File: src/rtl/frame_sequencer_pkg.sv
// Shared types and defaults for the frame sequencer.
// The optional load watchdog is enabled with FRAME_SEQUENCER_TIMEOUT_EN.
package frame_sequencer_pkg;

  typedef enum logic [2:0] {
    S_IDLE,
    S_ISSUE,
    S_LOADING,
    S_WAIT_DELAY,
    S_WAIT_SWAP
  } state_t;

  localparam logic [23:0] DEF_BASE_ADDR       = 24'h100000;
  localparam int unsigned DEF_FRAME_BYTES     = 8192;
  localparam int unsigned DEF_WORDS_PER_FRAME = 4096;

  localparam int unsigned           TIMEOUT_W    = 21;
  localparam logic [TIMEOUT_W-1:0] TIMEOUT_LAST = TIMEOUT_W'((1 << 20) - 1);

  // Wraps after the last frame; an index already past the end also restarts at 0.
  function automatic logic [7:0] next_frame_index(input logic [7:0] idx,
                                                  input logic [7:0] count);
    if (count == 8'd0 || idx >= count - 8'd1) return 8'd0;
    return idx + 8'd1;
  endfunction

endpackage

File: src/rtl/frame_delay_timer.sv
// Saturating cycle counter with synchronous clear and a >= threshold flag,
// used to enforce the minimum time between load issue and bank swap.
module frame_delay_timer #(
  parameter int unsigned W = 24
) (
  input  logic         i_clk,
  input  logic         i_rst_n,
  input  logic         i_clear,
  input  logic [W-1:0] i_threshold,
  output logic         o_reached
);

  logic [W-1:0] count;

  always_ff @(posedge i_clk or negedge i_rst_n) begin
    if (!i_rst_n) begin
      count <= '0;
    end else if (i_clear) begin
      count <= '0;
    end else if (count != {W{1'b1}}) begin
      count <= count + 1'b1;
    end
  end

  assign o_reached = (count >= i_threshold);

endmodule

File: src/rtl/frame_sequencer.sv
// Double-buffered animation sequencer: requests frame loads from flash, counts
// RAM write strobes, and swaps banks on vsync. Watchdog: FRAME_SEQUENCER_TIMEOUT_EN.
module frame_sequencer
  import frame_sequencer_pkg::*;
#(
  parameter logic [23:0] BASE_ADDR       = DEF_BASE_ADDR,
  parameter int unsigned FRAME_BYTES     = DEF_FRAME_BYTES,
  parameter int unsigned WORDS_PER_FRAME = DEF_WORDS_PER_FRAME
) (
  input  logic         i_clk,
  input  logic         i_rst_n,
  input  logic         i_enable,
  input  logic [7:0]   i_frame_count,
  input  logic [23:0]  i_frame_delay,
  input  logic         i_vsync,
  input  logic         i_ram_write_en,
  output logic [23:0]  o_read_addr,
  output logic         o_read_stb,
  output logic         o_load_bank,
  output logic         o_display_bank,
  output logic [7:0]   o_frame_index,
  output logic         o_busy,
  output logic         o_error,
  output state_t       o_state
);

  localparam logic [12:0] LAST_WORD    = 13'(WORDS_PER_FRAME - 1);
  localparam logic [23:0] FRAME_STRIDE = 24'(FRAME_BYTES);

  state_t      state, state_n;
  logic [7:0]  frame_index, frame_index_n;
  logic        load_bank, load_bank_n;
  logic [12:0] word_cnt;
  logic        load_done;
  logic        delay_reached;
  logic        wd_expire;
  logic [23:0] read_addr;
  logic        read_stb;

  // Loader handshake: o_read_stb is a one-cycle request with no ready; the
  // loader must accept it, and o_read_addr is stable from the strobe onward.
  assign load_done = (state == S_LOADING) && i_ram_write_en && (word_cnt == LAST_WORD);

  always_comb begin
    state_n       = state;
    frame_index_n = frame_index;
    load_bank_n   = load_bank;
    case (state)
      S_IDLE: begin
        if (i_enable && i_frame_count != 8'd0) state_n = S_ISSUE;
      end
      S_ISSUE: begin
        state_n = S_LOADING;
      end
      S_LOADING: begin
        if (load_done)      state_n = S_WAIT_DELAY;
        else if (wd_expire) state_n = S_ISSUE;
      end
      S_WAIT_DELAY: begin
        if (delay_reached) state_n = S_WAIT_SWAP;
      end
      S_WAIT_SWAP: begin
        if (i_vsync) begin
          load_bank_n   = ~load_bank;
          frame_index_n = next_frame_index(frame_index, i_frame_count);
          state_n       = i_enable ? S_ISSUE : S_IDLE;
        end
      end
      default: state_n = S_IDLE;
    endcase
  end

  // Strobe and address are registered from the next state so they line up
  // exactly with the S_ISSUE cycle.
  always_ff @(posedge i_clk or negedge i_rst_n) begin
    if (!i_rst_n) begin
      state       <= S_IDLE;
      frame_index <= 8'd0;
      load_bank   <= 1'b1;
      read_stb    <= 1'b0;
      read_addr   <= 24'd0;
    end else begin
      state       <= state_n;
      frame_index <= frame_index_n;
      load_bank   <= load_bank_n;
      read_stb    <= (state_n == S_ISSUE);
      if (state_n == S_ISSUE) begin
        read_addr <= BASE_ADDR + 24'(frame_index_n) * FRAME_STRIDE;
      end
    end
  end

  always_ff @(posedge i_clk or negedge i_rst_n) begin
    if (!i_rst_n) begin
      word_cnt <= 13'd0;
    end else if (state == S_ISSUE) begin
      word_cnt <= 13'd0;
    end else if (state == S_LOADING && i_ram_write_en) begin
      word_cnt <= word_cnt + 13'd1;
    end
  end

  frame_delay_timer #(.W(24)) u_delay_timer (
    .i_clk       (i_clk),
    .i_rst_n     (i_rst_n),
    .i_clear     (state == S_ISSUE),
    .i_threshold (i_frame_delay),
    .o_reached   (delay_reached)
  );

`ifdef FRAME_SEQUENCER_TIMEOUT_EN
  logic [TIMEOUT_W-1:0] wd_cnt;
  logic                 error_q;

  always_ff @(posedge i_clk or negedge i_rst_n) begin
    if (!i_rst_n) begin
      wd_cnt  <= '0;
      error_q <= 1'b0;
    end else begin
      wd_cnt <= (state == S_LOADING) ? wd_cnt + 1'b1 : '0;
      if (wd_expire) error_q <= 1'b1;
    end
  end

  // A stalled load is reissued for the same frame; the error stays latched.
  assign wd_expire = (state == S_LOADING) && !load_done && (wd_cnt == TIMEOUT_LAST);
  assign o_error   = error_q;
`else
  assign wd_expire = 1'b0;
  assign o_error   = 1'b0;
`endif

  assign o_read_addr    = read_addr;
  assign o_read_stb     = read_stb;
  assign o_load_bank    = load_bank;
  assign o_display_bank = ~load_bank;
  assign o_frame_index  = frame_index;
  assign o_busy         = (state != S_IDLE);
  assign o_state        = state;

endmodule

File: config.mk
export PLATFORM = sky130hd
export DESIGN_NAME = frame_sequencer
export DESIGN_NICKNAME = d
export VERILOG_FILES = /design/src/rtl/frame_sequencer_pkg.sv /design/src/rtl/frame_delay_timer.sv /design/src/rtl/frame_sequencer.sv
export SDC_FILE = /design/constraint.sdc
export NUM_CORES = 1
export LEC_CHECK = 0
export ABC_AREA = 1
export BUFFER_PORTS_ARGS = -buffer_cell sky130_fd_sc_hd__buf_2
export CORE_MARGIN = 2
export CORE_UTILIZATION = 45
export DETAILED_ROUTE_END_ITERATION = 7
export MAX_ROUTING_LAYER = met4
export PLACE_DENSITY_LB_ADDON = 0.25
export SLEW_MARGIN = 5
export SYNTH_ARGS = -nofsm -noshare
export SYNTH_HDL_FRONTEND = slang
export SYNTH_HIERARCHICAL = 1
export SYNTH_SLANG_ARGS = --single-unit
File: constraint.sdc
create_clock -name i_clk -period 1.7 [get_ports i_clk]
set_input_delay 0.085 -clock i_clk [delete_from_list [all_inputs] [get_ports i_clk]]
set_output_delay 0.085 -clock i_clk [all_outputs]
set_load 0.05 [all_outputs]
==> impl_summary.log <==
[metrics] most frequently used flop master after synthesis: dfrtp_1
[metrics] mapped cell area: 0.004451 mm2
[metrics] vias in the first global route: 4,078
[metrics] clock input transition at the sequential cells of the worst setup and hold paths: 70 ps
[metrics] maximum achievable frequency: 599.3 MHz
[metrics] share of post-route cells with drive strength above 1: 32.07%
[metrics] number of CTS-inserted buffers: 9
[metrics] number of flops mapped to enable cells by yosys: 0
[metrics] max-cap viol count: 0
[metrics] number of buffer cells added on primary ports: 60
[metrics] number of H-tree branching levels: 3
[metrics] maximum number of pins on one net before global-route repair: 26
[metrics] remaining number of nets flagged by the antenna check after routing: 0
[metrics] worst stage delay on the critical path: 390 ps
[metrics] leakage power: 3.105 nW
[metrics] dpl cell area: 0.005280 mm2
[metrics] source-to-sink clock delay at the later pin of the worst-skew pair: 340 ps
[metrics] antenna violations before repair: 0
[metrics] Global Route met2 Usage: 35.73%
[metrics] Register-to-Register Path Depth: 7
[metrics] largest fanout of any net on the critical path: 2
[metrics] area of the die: 0.01070 mm2
[metrics] total of endpoints with negative setup slack in the final report: 0
[metrics] placeable core region: 0.009684 mm2
[metrics] Peak supply drop: 0.5964 mV
[metrics] final critical delay including setup and external delays: 1669 ps
[metrics] synthesized area divided by synthesized cell count: 7.344 um2
[metrics] sequential-to-total area share from yosys stat: 33.20%
[metrics] final hold violation count: 0
[metrics] final worst hold slack: 110.1 ps
[metrics] total overflow reported by the global router: 0
[metrics] master of the slowest instance on the critical path: dfrtp_1
[metrics] initial standard-cell utilization of the core: 45.96%
[metrics] footprint of the flip-flops and latches: 0.001493 mm2
[metrics] Chip Height: 103.5 um
[metrics] required time at the worst-slack endpoint: 1920 ps
[metrics] period utilisation layout: 98.16%
[metrics] Hold Path Class: in -> reg
[metrics] overall die width: 103.5 um
[metrics] worst-margin pin slew: 611.7 ps
[metrics] met3 Use GR: 4.637%
[metrics] final worst-path setup slack: 31.27 ps
[metrics] DRC violation count after routing: 0
[metrics] GRT met1 Usage: 26.85%
[metrics] post-synth cell types: 45
[metrics] antenna diode count: 0
[metrics] area occupied by multi-input gates: 0.002801 mm2
[metrics] WL/cell: 12.79 um
[metrics] CP Cell Sequence: ha_1 > nand2_1 > nor2_4 > buf_4 > a21oi_1 > nand3_4 > a32o_1
[metrics] fraction of synthesis flops using an asynchronous set or reset pin: 100.0%
[metrics] Final Max Tran Viols: 0
[metrics] launching element type of the critical path: flop
[metrics] power density over cell area: 581.5 mW/mm2
[metrics] standard-cell row count: 36
[metrics] cell count after placement: 847
[metrics] HPWL Detailed: 8293 um
[metrics] worst setup path class: reg -> reg
[metrics] TNS Setup: 0 ps
[metrics] wire length of the first global-routing pass: 17,860 um
[metrics] clock root cell: clkbuf_8
[metrics] overall via count from detail_route: 4,236
[metrics] initial drt markers: 115
[metrics] RSZ-0062 raised after global routing: true
[metrics] area grow syn2layout: 29.83%
[metrics] worst relative slew slack: 59.22%
[metrics] clk_skew: 12.64 ps
[metrics] layer with the highest usage: met2
[metrics] TritonCTS clock tree: built
[metrics] total power consumption of the routed design: 3.360 mW
[metrics] outcome: finished clean
[metrics] ports placed on the boundary: 77
[metrics] routed wire length: 11,120 um
[metrics] crit end category: flop
[metrics] leading area contributor after synthesis: dfrtp_1
[metrics] Post-Syn Instances: 606
[metrics] global placement routability congestion: 0.9367
[metrics] sink count of the clock tree: 59
[metrics] Post-Place Setup Slack: -303.3 ps
[metrics] number of register bits inferred by synthesis: 59
[metrics] Longest Clk Path Bufs: 2
[metrics] DR pass1 iterations: 4
[metrics] net count reported at finish: 805
[metrics] Ys Warns: 6
[metrics] share of the core filled with cells: 59.66%
[metrics] count of non-filler cells in the finished layout: 869
[metrics] reg-to-reg slack, setup: 30 ps
[metrics] Synth top area share: 32.61%
[metrics] Global Route Usage Sum: 21.98%
[metrics] CP Data Arrival Time: 1890 ps
[metrics] worst hold stages: 3
[metrics] number of fill cells: 883
[metrics] ranking of synthesized cells by area: dfrtp_1 33%, nand2_1 15%, ha_1 10%
[metrics] routed via count divided by cell count: 4.875
[metrics] cell area after layout: 0.005778 mm2
kinds of logic after synthesis:
family	after synthesis	synth area share, %
AND/OR/NAND/NOR	348	37.31
buffers and inverters	104	10.80
flip-flops	59	33.20
AO/OA/AOI/OAI	49	6.635
adder cells (fa/ha/maj)	37	10.40
XOR/XNOR	8	1.574
other	1	0.08426
area by class of cell:
class / instances / area share [%]
Multi-Input combinational cell: 459 / 48.48
Sequential cell: 59 / 25.83
Timing Repair Buffer: 119 / 13.90
Inverter: 83 / 5.544
Tap cell: 133 / 2.880
Clock buffer: 10 / 2.209
Clock inverter: 6 / 1.148
layout by cell type (no fill, tap or decap), types with 3 or more instances in the layout:
master      count
nand2_1       163
inv_1          73
buf_2          58
nor2_1         53
buf_4          53
dfrtp_1        46
nand3_1        44
ha_1           26
a21oi_1        19
nand2_2        17
conb_1         16
dfrtp_2        12
nand4_1        11
o21ai_0        10
ha_4           10
or2_2          10
clkbuf_8        9
nor2_4          8
nor3_1          8
inv_2           7
nor2_2          7
nand2_4         6
o21bai_1        6
nand3_2         5
xor2_1          5
nand3b_1        4
buf_6           4
xnor2_1         3
nand3_4         3
a21oi_2         3
clkinvlp_4      3
buf_12          3
worst max-delay path, delay by kind of cell, from the launching register on:
family | cells | cell delay (ps)
AOI/OAI and AO/OA | 2 | 480
and+or+nand+nor | 3 | 300
buffers and inverters | 1 | 120
DFF | 1 | 390
adders and majority gates | 1 | 270
power breakdown:
| part | internal, mW | switching (mW) | leakage [nW] |
|---|---|---|---|
| Clock | 0.679 | 0.593 | 0.0889 |
| Combinational | 0.200 | 0.356 | 2.27 |
| Sequential | 1.48 | 0.0535 | 0.749 |
layer usage:
metal  vias to the layer above  wire length [um]
li1                       2160                 -
met1                      1949              4963
met2                       100              5494
met3                        27               423
met4                         0               237
met5                         -                 0
timing repair:
| action | 4_1_cts | 5_1_grt |
|---|---|---|
| hold buffers | 1 | 0 |
| endpoints found under the setup margin | 3 | 18 |
| resized for setup | 2 | 52 |
| endpoints found under the hold margin | 21 | 0 |
| pin swaps | 1 | 30 |
| gates cloned | 0 | 1 |
| setup buffers | 1 | 3 |
Yosys cell counts, types with 2 or more instances:
library cell  instances
xor2_1                5
nor2_2                3
o21bai_1              6
nand2_2               7
ha_1                 37
inv_2                 3
xnor2_1               3
buf_6                 3
inv_1                77
or2_2                10
nand3b_1              4
nand2_4               4
nor2_4                6
and2_1                2
clkbuf_1              2
buf_4                16
nor3_1               10
nor2_1               59
a21oi_1              21
o21a_1                2
o21ai_0              11
a211oi_1              2
dfrtp_1              58
nand4_1              11
nand3_2               2
nand3_4               2
nand3_1              48
nor2_8                2
nand2_1             174
sequential cells by signal, summed over array words and instances, names as in the netlist:
register	flops
u_delay_timer/count	24
word_cnt	13
o_read_addr	9
o_frame_index	8
o_state	3
o_load_bank	1
o_read_stb	1
path summary, 6_finish.rpt:
path,start,end
worst min register to register,o_read_addr[21],o_read_addr[21]
worst max register to register,u_delay_timer/count[22],o_state[2]
worst min-delay path,i_ram_write_en,word_cnt[0]
min in group asynchronous,i_rst_n,o_read_addr[14]
max in group asynchronous,i_rst_n,u_delay_timer/count[17]
worst max-delay path,u_delay_timer/count[22],o_state[2]
Note: power is estimated with default switching activity, not from simulation.
